===== config.mk =====
export PLATFORM = sky130hd
export DESIGN_NAME = mem_arbiter
export DESIGN_NICKNAME = d
export VERILOG_FILES = /design/src/rtl/mem_arbiter.sv
export SDC_FILE = /design/constraint.sdc
export NUM_CORES = 1
export LEC_CHECK = 0
export CAP_MARGIN = 20
export CORE_UTILIZATION = 45
export DETAILED_ROUTE_END_ITERATION = 16
export PLACE_DENSITY = 0.85
export SLEW_MARGIN = 20
export SYNTH_ARGS = -nofsm -noshare
export SYNTH_HDL_FRONTEND = slang
export SYNTH_SLANG_ARGS = --single-unit

===== constraint.sdc =====
create_clock -name clk -period 3.8 [get_ports clk]
set_input_delay 0.95 -clock clk [delete_from_list [all_inputs] [get_ports clk]]
set_output_delay 0.95 -clock clk [all_outputs]
set_load 0.01 [all_outputs]

===== src/rtl/mem_arbiter.sv =====
// Two-port RAM arbiter: a CPU (port 0) and an I/O device (port 1) share one
// single-port RAM. Ties are broken round-robin against the last owner, each
// access holds the RAM for WAIT_CYCLES cycles, completion is a one-cycle ack,
// and a mandatory IDLE cycle separates consecutive grants (bus turnaround).
module mem_arbiter #(
  parameter int WAIT_CYCLES = 1
) (
  input  logic       clk,
  input  logic       reset,
  input  logic       req0,
  input  logic       req1,
  input  logic       we0,
  input  logic       we1,
  input  logic [7:0] addr0,
  input  logic [7:0] addr1,
  input  logic [7:0] wdata0,
  input  logic [7:0] wdata1,
  output logic       gnt0,
  output logic       gnt1,
  output logic       ack0,
  output logic       ack1,
  output logic [7:0] rdata,
  output logic [7:0] mem_addr,
  output logic [7:0] mem_wdata,
  output logic       mem_we,
  input  logic [7:0] mem_rdata,
  output logic       busy
);

  // Counter holds WAIT_CYCLES-1 down to 0; WAIT_CYCLES is at most 8.
  localparam int CNT_W = 3;
  localparam logic [CNT_W-1:0] CNT_LOAD = CNT_W'(WAIT_CYCLES - 1);
  // With a single access cycle the write strobe must rise on the grant edge.
  localparam logic WE_AT_GRANT = (WAIT_CYCLES == 1);

  typedef enum logic [1:0] {
    IDLE,
    ACCESS,
    DONE
  } state_t;

  state_t           state;
  logic [CNT_W-1:0] cnt;
  logic             owner;       // 0 = CPU, 1 = I/O for the current transaction
  logic             last_owner;  // round-robin pointer: owner of the last completed access
  logic             lat_we;      // write/read flag captured at grant

  logic             any_req;
  logic             pick1;
  logic             win_we;
  logic [7:0]       win_addr;
  logic [7:0]       win_wdata;

  // Arbitration: on a tie the requester that did not own the RAM last time wins.
  always_comb begin
    any_req   = req0 | req1;
    pick1     = req1 & (~req0 | ~last_owner);
    win_we    = pick1 ? we1    : we0;
    win_addr  = pick1 ? addr1  : addr0;
    win_wdata = pick1 ? wdata1 : wdata0;
  end

  // Arbiter FSM; every output is a register so the RAM sees glitch-free controls.
  always_ff @(posedge clk or posedge reset) begin
    if (reset) begin
      state      <= IDLE;
      cnt        <= '0;
      owner      <= 1'b0;
      last_owner <= 1'b1;
      lat_we     <= 1'b0;
      gnt0       <= 1'b0;
      gnt1       <= 1'b0;
      ack0       <= 1'b0;
      ack1       <= 1'b0;
      rdata      <= '0;
      mem_addr   <= '0;
      mem_wdata  <= '0;
      mem_we     <= 1'b0;
      busy       <= 1'b0;
    end else begin
      case (state)
        IDLE: begin
          if (any_req) begin
            state     <= ACCESS;
            owner     <= pick1;
            gnt0      <= ~pick1;
            gnt1      <= pick1;
            lat_we    <= win_we;
            mem_addr  <= win_addr;
            mem_wdata <= win_wdata;
            mem_we    <= win_we & WE_AT_GRANT;
            cnt       <= CNT_LOAD;
            busy      <= 1'b1;
          end
        end

        ACCESS: begin
          if (cnt != '0) begin
            // Strobe the write only in the final access cycle.
            cnt    <= cnt - 1'b1;
            mem_we <= lat_we & (cnt == CNT_W'(1));
          end else begin
            state     <= DONE;
            mem_we    <= 1'b0;
            mem_addr  <= '0;
            mem_wdata <= '0;
            if (!lat_we) begin
              rdata <= mem_rdata;
            end
            ack0 <= ~owner;
            ack1 <= owner;
          end
        end

        DONE: begin
          // Returning to IDLE costs one cycle: that is the bus turnaround.
          state      <= IDLE;
          ack0       <= 1'b0;
          ack1       <= 1'b0;
          gnt0       <= 1'b0;
          gnt1       <= 1'b0;
          busy       <= 1'b0;
          last_owner <= owner;
        end

        default: begin
          state <= IDLE;
        end
      endcase
    end
  end

endmodule


==> results.cfg, run 1 <==
[floorplanning]
row_count = 22
fp.dieH_um = 64.06
start_util_pct = 46.98
core_region_area_sq_um = 3689
die-width_um = 64.06
die-area_sq_um = 4103
pin_count = 76

[clock_network]
clk_pin_slew_ns = 0.06
cts_buffer_depth = 2
insertion_delay_ns = 0.28
ctsHoldBuffers = 0
htree_levels = 2
numCtsBuffers = 5
cts_root_buf = clkbuf_8
cts_setup_buffers = 0
cts-resized-gates = 0
clock-sinks = 38
cts_tree = yes

[worst_setup_path]
cp.required_ns = 3.96
cp_cell_sequence = clkdlybuf4s50_1, nor3_1, a211oi_4, nor2b_1, a221o_1
crit_slowest_cell = clkdlybuf4s50_1
cpPeakStageDelay_ns = 0.60
critPathTopFamily = compound AO/OA/AOI/OAI gates
critical_path_arrival_ns = 2.67
critPathBufInv = 1
crit_type = input port to register
cp_max_fo = 16
crit_path_end_kind = register
start_kind = input port

[sta]
relSlewSlack_pct = 53.11
worstMarginPinSlew_ns = 0.7027
rsz0062_at_grt = false
period_needed_ns = 2.509
maxSlewViolCount = 0
setup_violations = 0
final_hold_viol_count = 0
setup_ws_ns = 1.291
fmax_mhz = 398.5
tns_ns = 0
fin_crit_sh_pct = 66.03
skew_ns = 0.009282

[yosys]
synthesis.nets = 196
syn_avg_cell_area_sq_um = 11.79
netlist_area_sq_um = 1733
synthCells = 147
netlist-cell-type-count = 32
ys_seq_elements = 38
yosysSeqAreaShare_pct = 54.95
yosysWarnings = 0

[power]
finalPower_mw = 1.867
leakagePower_nw = 1.080
powerDensity_nw_per_um2 = 723.4
irDropWorstVdd_uv = 412.2

[route]
vias_per_cell = 5.140
num_vias = 1398
first_iter_violations = 59
drc = 0
ant_nets = 0
drt-pass1-iter-count = 4
wl_um = 3899
wl_per_cell_um = 14.33

[placed_design]
port_buffers = 75
place.detailed.hpwl_um = 2876
postPlaceCellArea_sq_um = 2501
place_inst = 264
gp_congestion = 0.7807
dp_slack_ns = 0.9515

[global_routing]
grt_pass1_wl_um = 6327
grt_max_degree = 39
antenna_found_initial = 0
first_global_vias = 1396
grt_overflow = 0
grt.total_usage_pct = 20.67

[run_status]
status = complete, no violations

[finish]
syn2layout_area_growth_pct = 48.95
final_common_cell = clkdlybuf4s50_1
drive_above_1_share_pct = 8.929
layout_common_cells = clkdlybuf4s50_1 (75), dfrtp_1 (37), nor2b_1 (18), a221o_1 (16), nor2_1 (10)
nNetsFinal = 272
instances_no_fill = 272
antenna_cells = 0
stdcell_area_sq_um = 2581

[hold_path]
hp-class = register to register

[run]
max_cap_viol_count = 0
==> cell families after synthesis <==
kind of cell | synth area share (%)
flip-flops | 54.95
multiplexers | 5.848
AND/OR/NAND/NOR | 16.25
adder cells (fa/ha/maj) | 2.166
AO/OA/AOI/OAI | 16.61
buffers and inverters | 4.188
==> metrics by stage <==
stage          hold slack (ns)  util [%]
3_5_place_dp            0.4781     67.81
3_3_place_gp            0.4706     67.81
2_1_floorplan           0.4861         -
6_report                0.4873     69.98
4_1_cts                 0.4931     69.98
5_1_grt                 0.5230     69.98
==> area by class of cell <==
cell class | instances | area (sq um)
flip-flops and latches | 38 | 952.2
fillers | 297 | 1107
well taps | 48 | 60.06
clock buffers | 8 | 80.08
inverters | 6 | 22.52
repair buffers | 76 | 758.2
multi-input cells | 96 | 708.2
==> where the power goes <==
| group | internal [mW] | switching, mW | leakage [nW] |
|---|---|---|---|
| clock network | 0.130 | 0.130 | 0.0395 |
| logic | 0.506 | 0.392 | 0.568 |
| registers | 0.585 | 0.125 | 0.473 |
| total | 1.22 | 0.647 | 1.08 |
==> flip-flops by register name, indices dropped and copies added, names as in the netlist, 2 cells and up <==
name and flops:
state 2, rdata 8, cnt 3, mem_wdata 8
mem_addr 8
==> cell usage after synthesis <==
cell type | count | area share (%)
nand2b_4 | 1 | 0.79
inv_1 | 5 | 1.1
dfstp_2 | 1 | 1.5
or3_1 | 1 | 0.36
a221oi_1 | 1 | 0.51
nor2_1 | 10 | 2.2
buf_4 | 1 | 0.43
a21o_1 | 1 | 0.43
inv_2 | 1 | 0.22
nand2_1 | 8 | 1.7
o211ai_1 | 2 | 0.87
o21ai_1 | 1 | 0.29
buf_6 | 2 | 1.3
ha_1 | 3 | 2.2
dfrtp_1 | 37 | 53
mux2_1 | 3 | 1.9
mux2_2 | 6 | 3.9
nor2_2 | 2 | 0.72
a221o_1 | 16 | 9.2
nor3_1 | 2 | 0.58
nor3_4 | 1 | 0.94
buf_2 | 4 | 1.2
nand3_1 | 1 | 0.29
a211oi_4 | 1 | 1.2
or2_1 | 2 | 0.72
o21ai_0 | 7 | 2.0
a21oi_1 | 3 | 0.87
a32oi_1 | 1 | 0.51
or4bb_2 | 1 | 0.72
o22ai_1 | 2 | 0.72
nor2b_1 | 18 | 6.5
nand2b_1 | 2 | 0.72
==> path summary, 6_finish.rpt <==
| path | cells after the start | to | startpoint | slack [ns] |
|---|---|---|---|---|
| setup reg to reg | 6 | mem_wdata[5] | cnt[0] | 1.79 |
| hold reg to reg | 1 | rdata[3] | rdata[3] | 0.49 |
| setup / recovery | 5 | mem_wdata[5] | req1 | 1.29 |
| min in group asynchronous | 3 | mem_addr[4] | reset | 1.07 |
| hold / removal | 1 | rdata[3] | rdata[3] | 0.49 |
| max in group asynchronous | 3 | last_owner | reset | 2.38 |
==> per-layer routing <==
metal	up-vias	GRT usage (%)	wire (um)
li1	681	-	-
met1	660	25.44	1718
met2	52	33.91	1836
met3	5	6.429	293
met4	0	7.670	51
met5	-	0	0
Power figures use the tool's default switching activity.
==> inputs of run 2 (changes only) <==
CORE_UTILIZATION = 38   (was 45)
PLACE_DENSITY = 0.76   (was 0.85)
clock period = 2.3 ns   (was 3.8 ns; I/O delays follow)
==> run 2 against run 1 <==
Routed wire length is 2.8% lower. Count of clock-buffer cells in the layout is 1 lower. Flip-flop and latch count stayed put. Combinational power is 71% higher. Cell count is 2.2% higher. Clock skew is 0.0035 ns lower. Total power is 68% higher.
==> results.cfg, run 2 (synthesis gave the netlist of run 1 again) <==
[clock_network]
clk_pin_slew_ns = 0.07
cts-resized-gates = 0
cts_tree = yes
ctsHoldBuffers = 0
clock-sinks = 38
numCtsBuffers = 5
htree_levels = 2
cts_setup_buffers = 0
cts_buffer_depth = 2
insertion_delay_ns = 0.28
cts_root_buf = clkbuf_8

[finish]
nNetsFinal = 275
reg_top3 = mem_addr (8), mem_wdata (8), rdata (8)
antenna_cells = 0
layout_common_cells = clkdlybuf4s50_1 (75), dfrtp_1 (37), nor2b_1 (18), a221o_1 (16), nor2_1 (10)
final_common_cell = clkdlybuf4s50_1
syn2layout_area_growth_pct = 51.05
stdcell_area_sq_um = 2618
drive_above_1_share_pct = 10.18

[sta]
tns_ns = 0
skew_ns = 0.005773
setup_violations = 0
fin_crit_sh_pct = 84.02
fmax_mhz = 517.5
maxSlewViolCount = 0
worstMarginPinSlew_ns = 0.7302
relSlewSlack_pct = 51.27
final_hold_viol_count = 0
period_needed_ns = 1.932
rsz0062_at_grt = false

[worst_setup_path]
cpPeakStageDelay_ns = 0.60
crit_path_end_kind = register
cp_max_fo = 17
critPathTopFamily = simple AND/OR/NAND/NOR gates
critical_path_arrival_ns = 2.15
crit_type = input port to register
cp.required_ns = 2.52
crit_slowest_cell = clkdlybuf4s50_1
critPathBufInv = 1
start_kind = input port
cp_cell_sequence = clkdlybuf4s50_1, nand2_1, nor2_2, a221o_1

[route]
ant_nets = 0
num_vias = 1399
wl_per_cell_um = 13.63
drt-pass1-iter-count = 4
drc = 0
first_iter_violations = 127
wl_um = 3788
vias_per_cell = 5.032

[placed_design]
gp_congestion = 0.7313
postPlaceCellArea_sq_um = 2541
place.detailed.hpwl_um = 2821
port_buffers = 75

[power]
p_sw_mw = 1.071
power.internal_mw = 2.064
leakagePower_nw = 1.099
irDropWorstVdd_uv = 616.7
swShare_pct = 34.16
powerDensity_nw_per_um2 = 1198
seq_power_share_pct = 37.4
finalPower_mw = 3.135
combinationalPowerShare_pct = 49.2
clock_power_share_pct = 13.4

[floorplanning]
die-area_sq_um = 4834
pin_count = 76
core_region_area_sq_um = 4354
die-width_um = 69.53
start_util_pct = 39.80
fp.dieH_um = 69.53
row_count = 24

[global_routing]
antenna_found_initial = 0
grt_pass1_wl_um = 6492
first_global_vias = 1433
grt_overflow = 0
grt.total_usage_pct = 17.01
grt_max_degree = 39

[run]
max_cap_viol_count = 0

[run_status]
status = complete, no violations

[hold_path]
hp-class = register to register
run 2: area by class of cell:
| cell class | instances | area (sq um) |
|---|---|---|
| Tap cell | 52 | 65.06 |
| Fill cell | 375 | 1737 |
| Sequential cell | 38 | 952.2 |
| Multi-Input combinational cell | 96 | 708.2 |
| Clock buffer | 7 | 76.32 |
| Inverter | 6 | 22.52 |
| Timing Repair Buffer | 79 | 793.3 |
run 2: metal layers:
| metal | vias up | global-route usage, % | part of all wire [%] |
|---|---|---|---|
| met5 | - | 0 | 0 |
| met4 | 0 | 4.762 | 1.5 |
| met1 | 656 | 23.33 | 46 |
| li1 | 684 | - | - |
| met3 | 7 | 6.250 | 7.1 |
| met2 | 52 | 25.35 | 46 |
run 2: final timing paths:
path,start,end,slack [ns],cells after the start
min,rdata[4],rdata[4],0.48,1
min in group asynchronous,reset,rdata[1],0.70,3
max reg2reg,state[0],mem_addr[0],0.44,3
max in group asynchronous,reset,last_owner,1.24,3
max,req1,mem_addr[0],0.37,4
min reg2reg,rdata[4],rdata[4],0.48,1
run 2: power by group through the flow:
stage	registers [mW]	clock network [mW]	logic, mW
2_1_floorplan	1.23	0	0.811
3_3_place_gp	1.18	0	1.53
3_5_place_dp	1.18	0	1.57
4_1_cts	1.18	0.434	1.57
5_1_grt	1.22	0.466	1.68
6_report	1.17	0.420	1.54
run 2: through the flow:
stage | setup WS, ns | hold slack, ns | std cells | util, %
after global placement | 0.1276 | 0.4709 | 271 | 58.36
after CTS | 0.3463 | 0.4915 | 278 | 60.11
final | 0.3676 | 0.4842 | 278 | 60.11
after floorplan | 0.5362 | 0.4861 | 147 | -
after detailed placement | 0.05562 | 0.4751 | 271 | 58.36
after global routing | 0.2428 | 0.5175 | 278 | 60.11
==> inputs of run 3 (changes only) <==
clock period = 1.6 ns   (was 2.3 ns; I/O delays follow)
==> run 3 against run 2 <==
Clock skew increased by 0.0016 ns. The flow now finishes with violations (negative setup slack). Largest power group unchanged. Final area increased by 15%. Sequential share of layout area decreased by 4.6 points. Worst setup slack got worse by 0.38 ns. Routed wire length increased by 16%. Core utilization increased by 8.7 points. Register-to-register slack got worse by 0.46 ns. Die area unchanged. Worst hold slack got worse by 0.0039 ns. Critical path depth increased by 3.
==> results.cfg, run 3 (synthesis gave the netlist of run 1 again) <==
[clock_network]
cts_root_buf = clkbuf_8
cts_buffer_depth = 2
htree_levels = 2
cts_tree = yes
insertion_delay_ns = 0.28
clk_pin_slew_ns = 0.08
clock-sinks = 38
numCtsBuffers = 5

[floorplanning]
row_count = 24
start_util_pct = 39.80
fp.dieH_um = 69.53
die-width_um = 69.53
pin_count = 76
core_region_area_sq_um = 4354
die-area_sq_um = 4834

[run_status]
status = complete, but fails checks
violations = negative setup slack

[finish]
final_common_cell = clkdlybuf4s50_1
layout_common_cells = clkdlybuf4s50_1 (44), dfrtp_1 (37), dlymetal6s2s_1 (26), buf_4 (19), a221o_1 (16)
syn2layout_area_growth_pct = 73.00
multi_input_area_sq_um = 775.7
reg_top3 = mem_addr (8), mem_wdata (8), rdata (8)
nNetsFinal = 294
drive_above_1_share_pct = 21.54
fill_cells = 324
instances_no_fill = 298
stdcell_area_sq_um = 2998
seq_area_sq_um = 952.2
antenna_cells = 0

[run]
max_cap_viol_count = 0

[power]
clock_power_share_pct = 18.6
combinationalPowerShare_pct = 51.0
seq_power_share_pct = 30.4
power.internal_mw = 3.641
p_sw_mw = 1.751
powerDensity_nw_per_um2 = 1798
swShare_pct = 32.47
irDropWorstVdd_uv = 976.8
leakagePower_nw = 1.596

[route]
wl_um = 4413
drc = 0
drt-pass1-iter-count = 4
vias_per_cell = 5.235
wl_per_cell_um = 14.81
num_vias = 1560
first_iter_violations = 42
ant_nets = 0

[placed_design]
port_buffers = 75
place.detailed.hpwl_um = 3132
place_inst = 286
postPlaceCellArea_sq_um = 2716
gp_congestion = 0.9053
dp_slack_ns = -0.4091

[global_routing]
antenna_found_initial = 0
grt_pass1_wl_um = 7189
grt.total_usage_pct = 18.73
first_global_vias = 1499
grt_max_degree = 39
grt_overflow = 0

[sta]
skew_ns = 0.007339
maxSlewViolCount = 0
final_hold_viol_count = 0
period_needed_ns = 1.616
relSlewSlack_pct = 72.42
setup_ws_ns = -0.01599
worstMarginPinSlew_ns = 0.4127
fmax_mhz = 618.8
tns_ns = -0.06638
rsz0062_at_grt = true
setup_violations = 10
fin_crit_sh_pct = 101.0

[worst_setup_path]
reg2reg_from = cnt[0]
critPathBufInv = 2
crit_slowest_cell = dfrtp_1
cp_max_fo = 8
path_depth = 7
start_kind = register
critPathTopFamily = compound AO/OA/AOI/OAI gates
cpPeakStageDelay_ns = 0.39
crit_type = register to register
reg2reg_slack_ns = -0.02
cp.required_ns = 1.76
cp_cell_sequence = inv_2, ha_4, nand2b_4, a211oi_4, buf_4, nor2b_1, a221o_1
reg2reg_depth = 7
critical_path_arrival_ns = 1.78
crit_path_end_kind = register
r2r_end = mem_wdata[4]

[hold_path]
hp-class = input port to asynchronous set/reset pin
==> run 3: worst max path at each step <==
stage	start	to	slack (ns)
after floorplan	cnt[0]	mem_addr[0]	-0.13
after CTS	cnt[0]	mem_wdata[2]	-0.03
final	cnt[0]	mem_wdata[4]	-0.02
after global routing	cnt[0]	mem_wdata[6]	-0.09
after detailed placement	req0	owner	-0.41
after global placement	req1	owner	-0.36
==> run 3: through the flow <==
step	util, %	hold WS (ns)	power [mW]
6_report	68.85	0.4803	5.392
5_1_grt	68.85	0.4970	5.736
4_1_cts	67.76	0.4784	5.577
3_5_place_dp	62.39	0.4784	4.291
3_3_place_gp	62.39	0.4740	4.215
2_1_floorplan	-	0.4861	3.008
==> run 3: routing by layer <==
layer  vias up  part of all wire (%)  GRT usage [%]
li1        726                     -              -
met1       755                    44          25.50
met2        71                    47          28.80
met3         8                   8.0          5.087
met4         0                   1.3          6.576
met5         -                     0              0
==> run 3: power by group through the flow <==
stage | combinational [mW] | sequential, mW | clock, mW
after detailed placement | 2.64 | 1.65 | 0
after global placement | 2.57 | 1.64 | 0
after floorplan | 1.23 | 1.78 | 0
final | 2.75 | 1.64 | 1.00
after CTS | 2.91 | 1.65 | 1.02
after global routing | 2.97 | 1.69 | 1.07
==> run 3: repair_timing <==
item	in CTS	in global routing
hold buffers	0	0
endpoints found under the setup margin	20	42
buffers inserted	3	1
resized for setup	14	27
pin swaps	3	1
cloned	1	0
==> run 3: worst min-delay path, delay by kind of cell <==
kind	cells	cell delay, ns
buffers and inverters	3	0.73
==> run 3: layout make-up <==
class,instances,share of cell area [%]
Clock buffer,6,2.755
Clock inverter,2,2.003
Inverter,6,0.7513
Multi-Input combinational cell,96,25.88
Sequential cell,38,31.76
Tap cell,52,2.170
Timing Repair Buffer,98,34.68
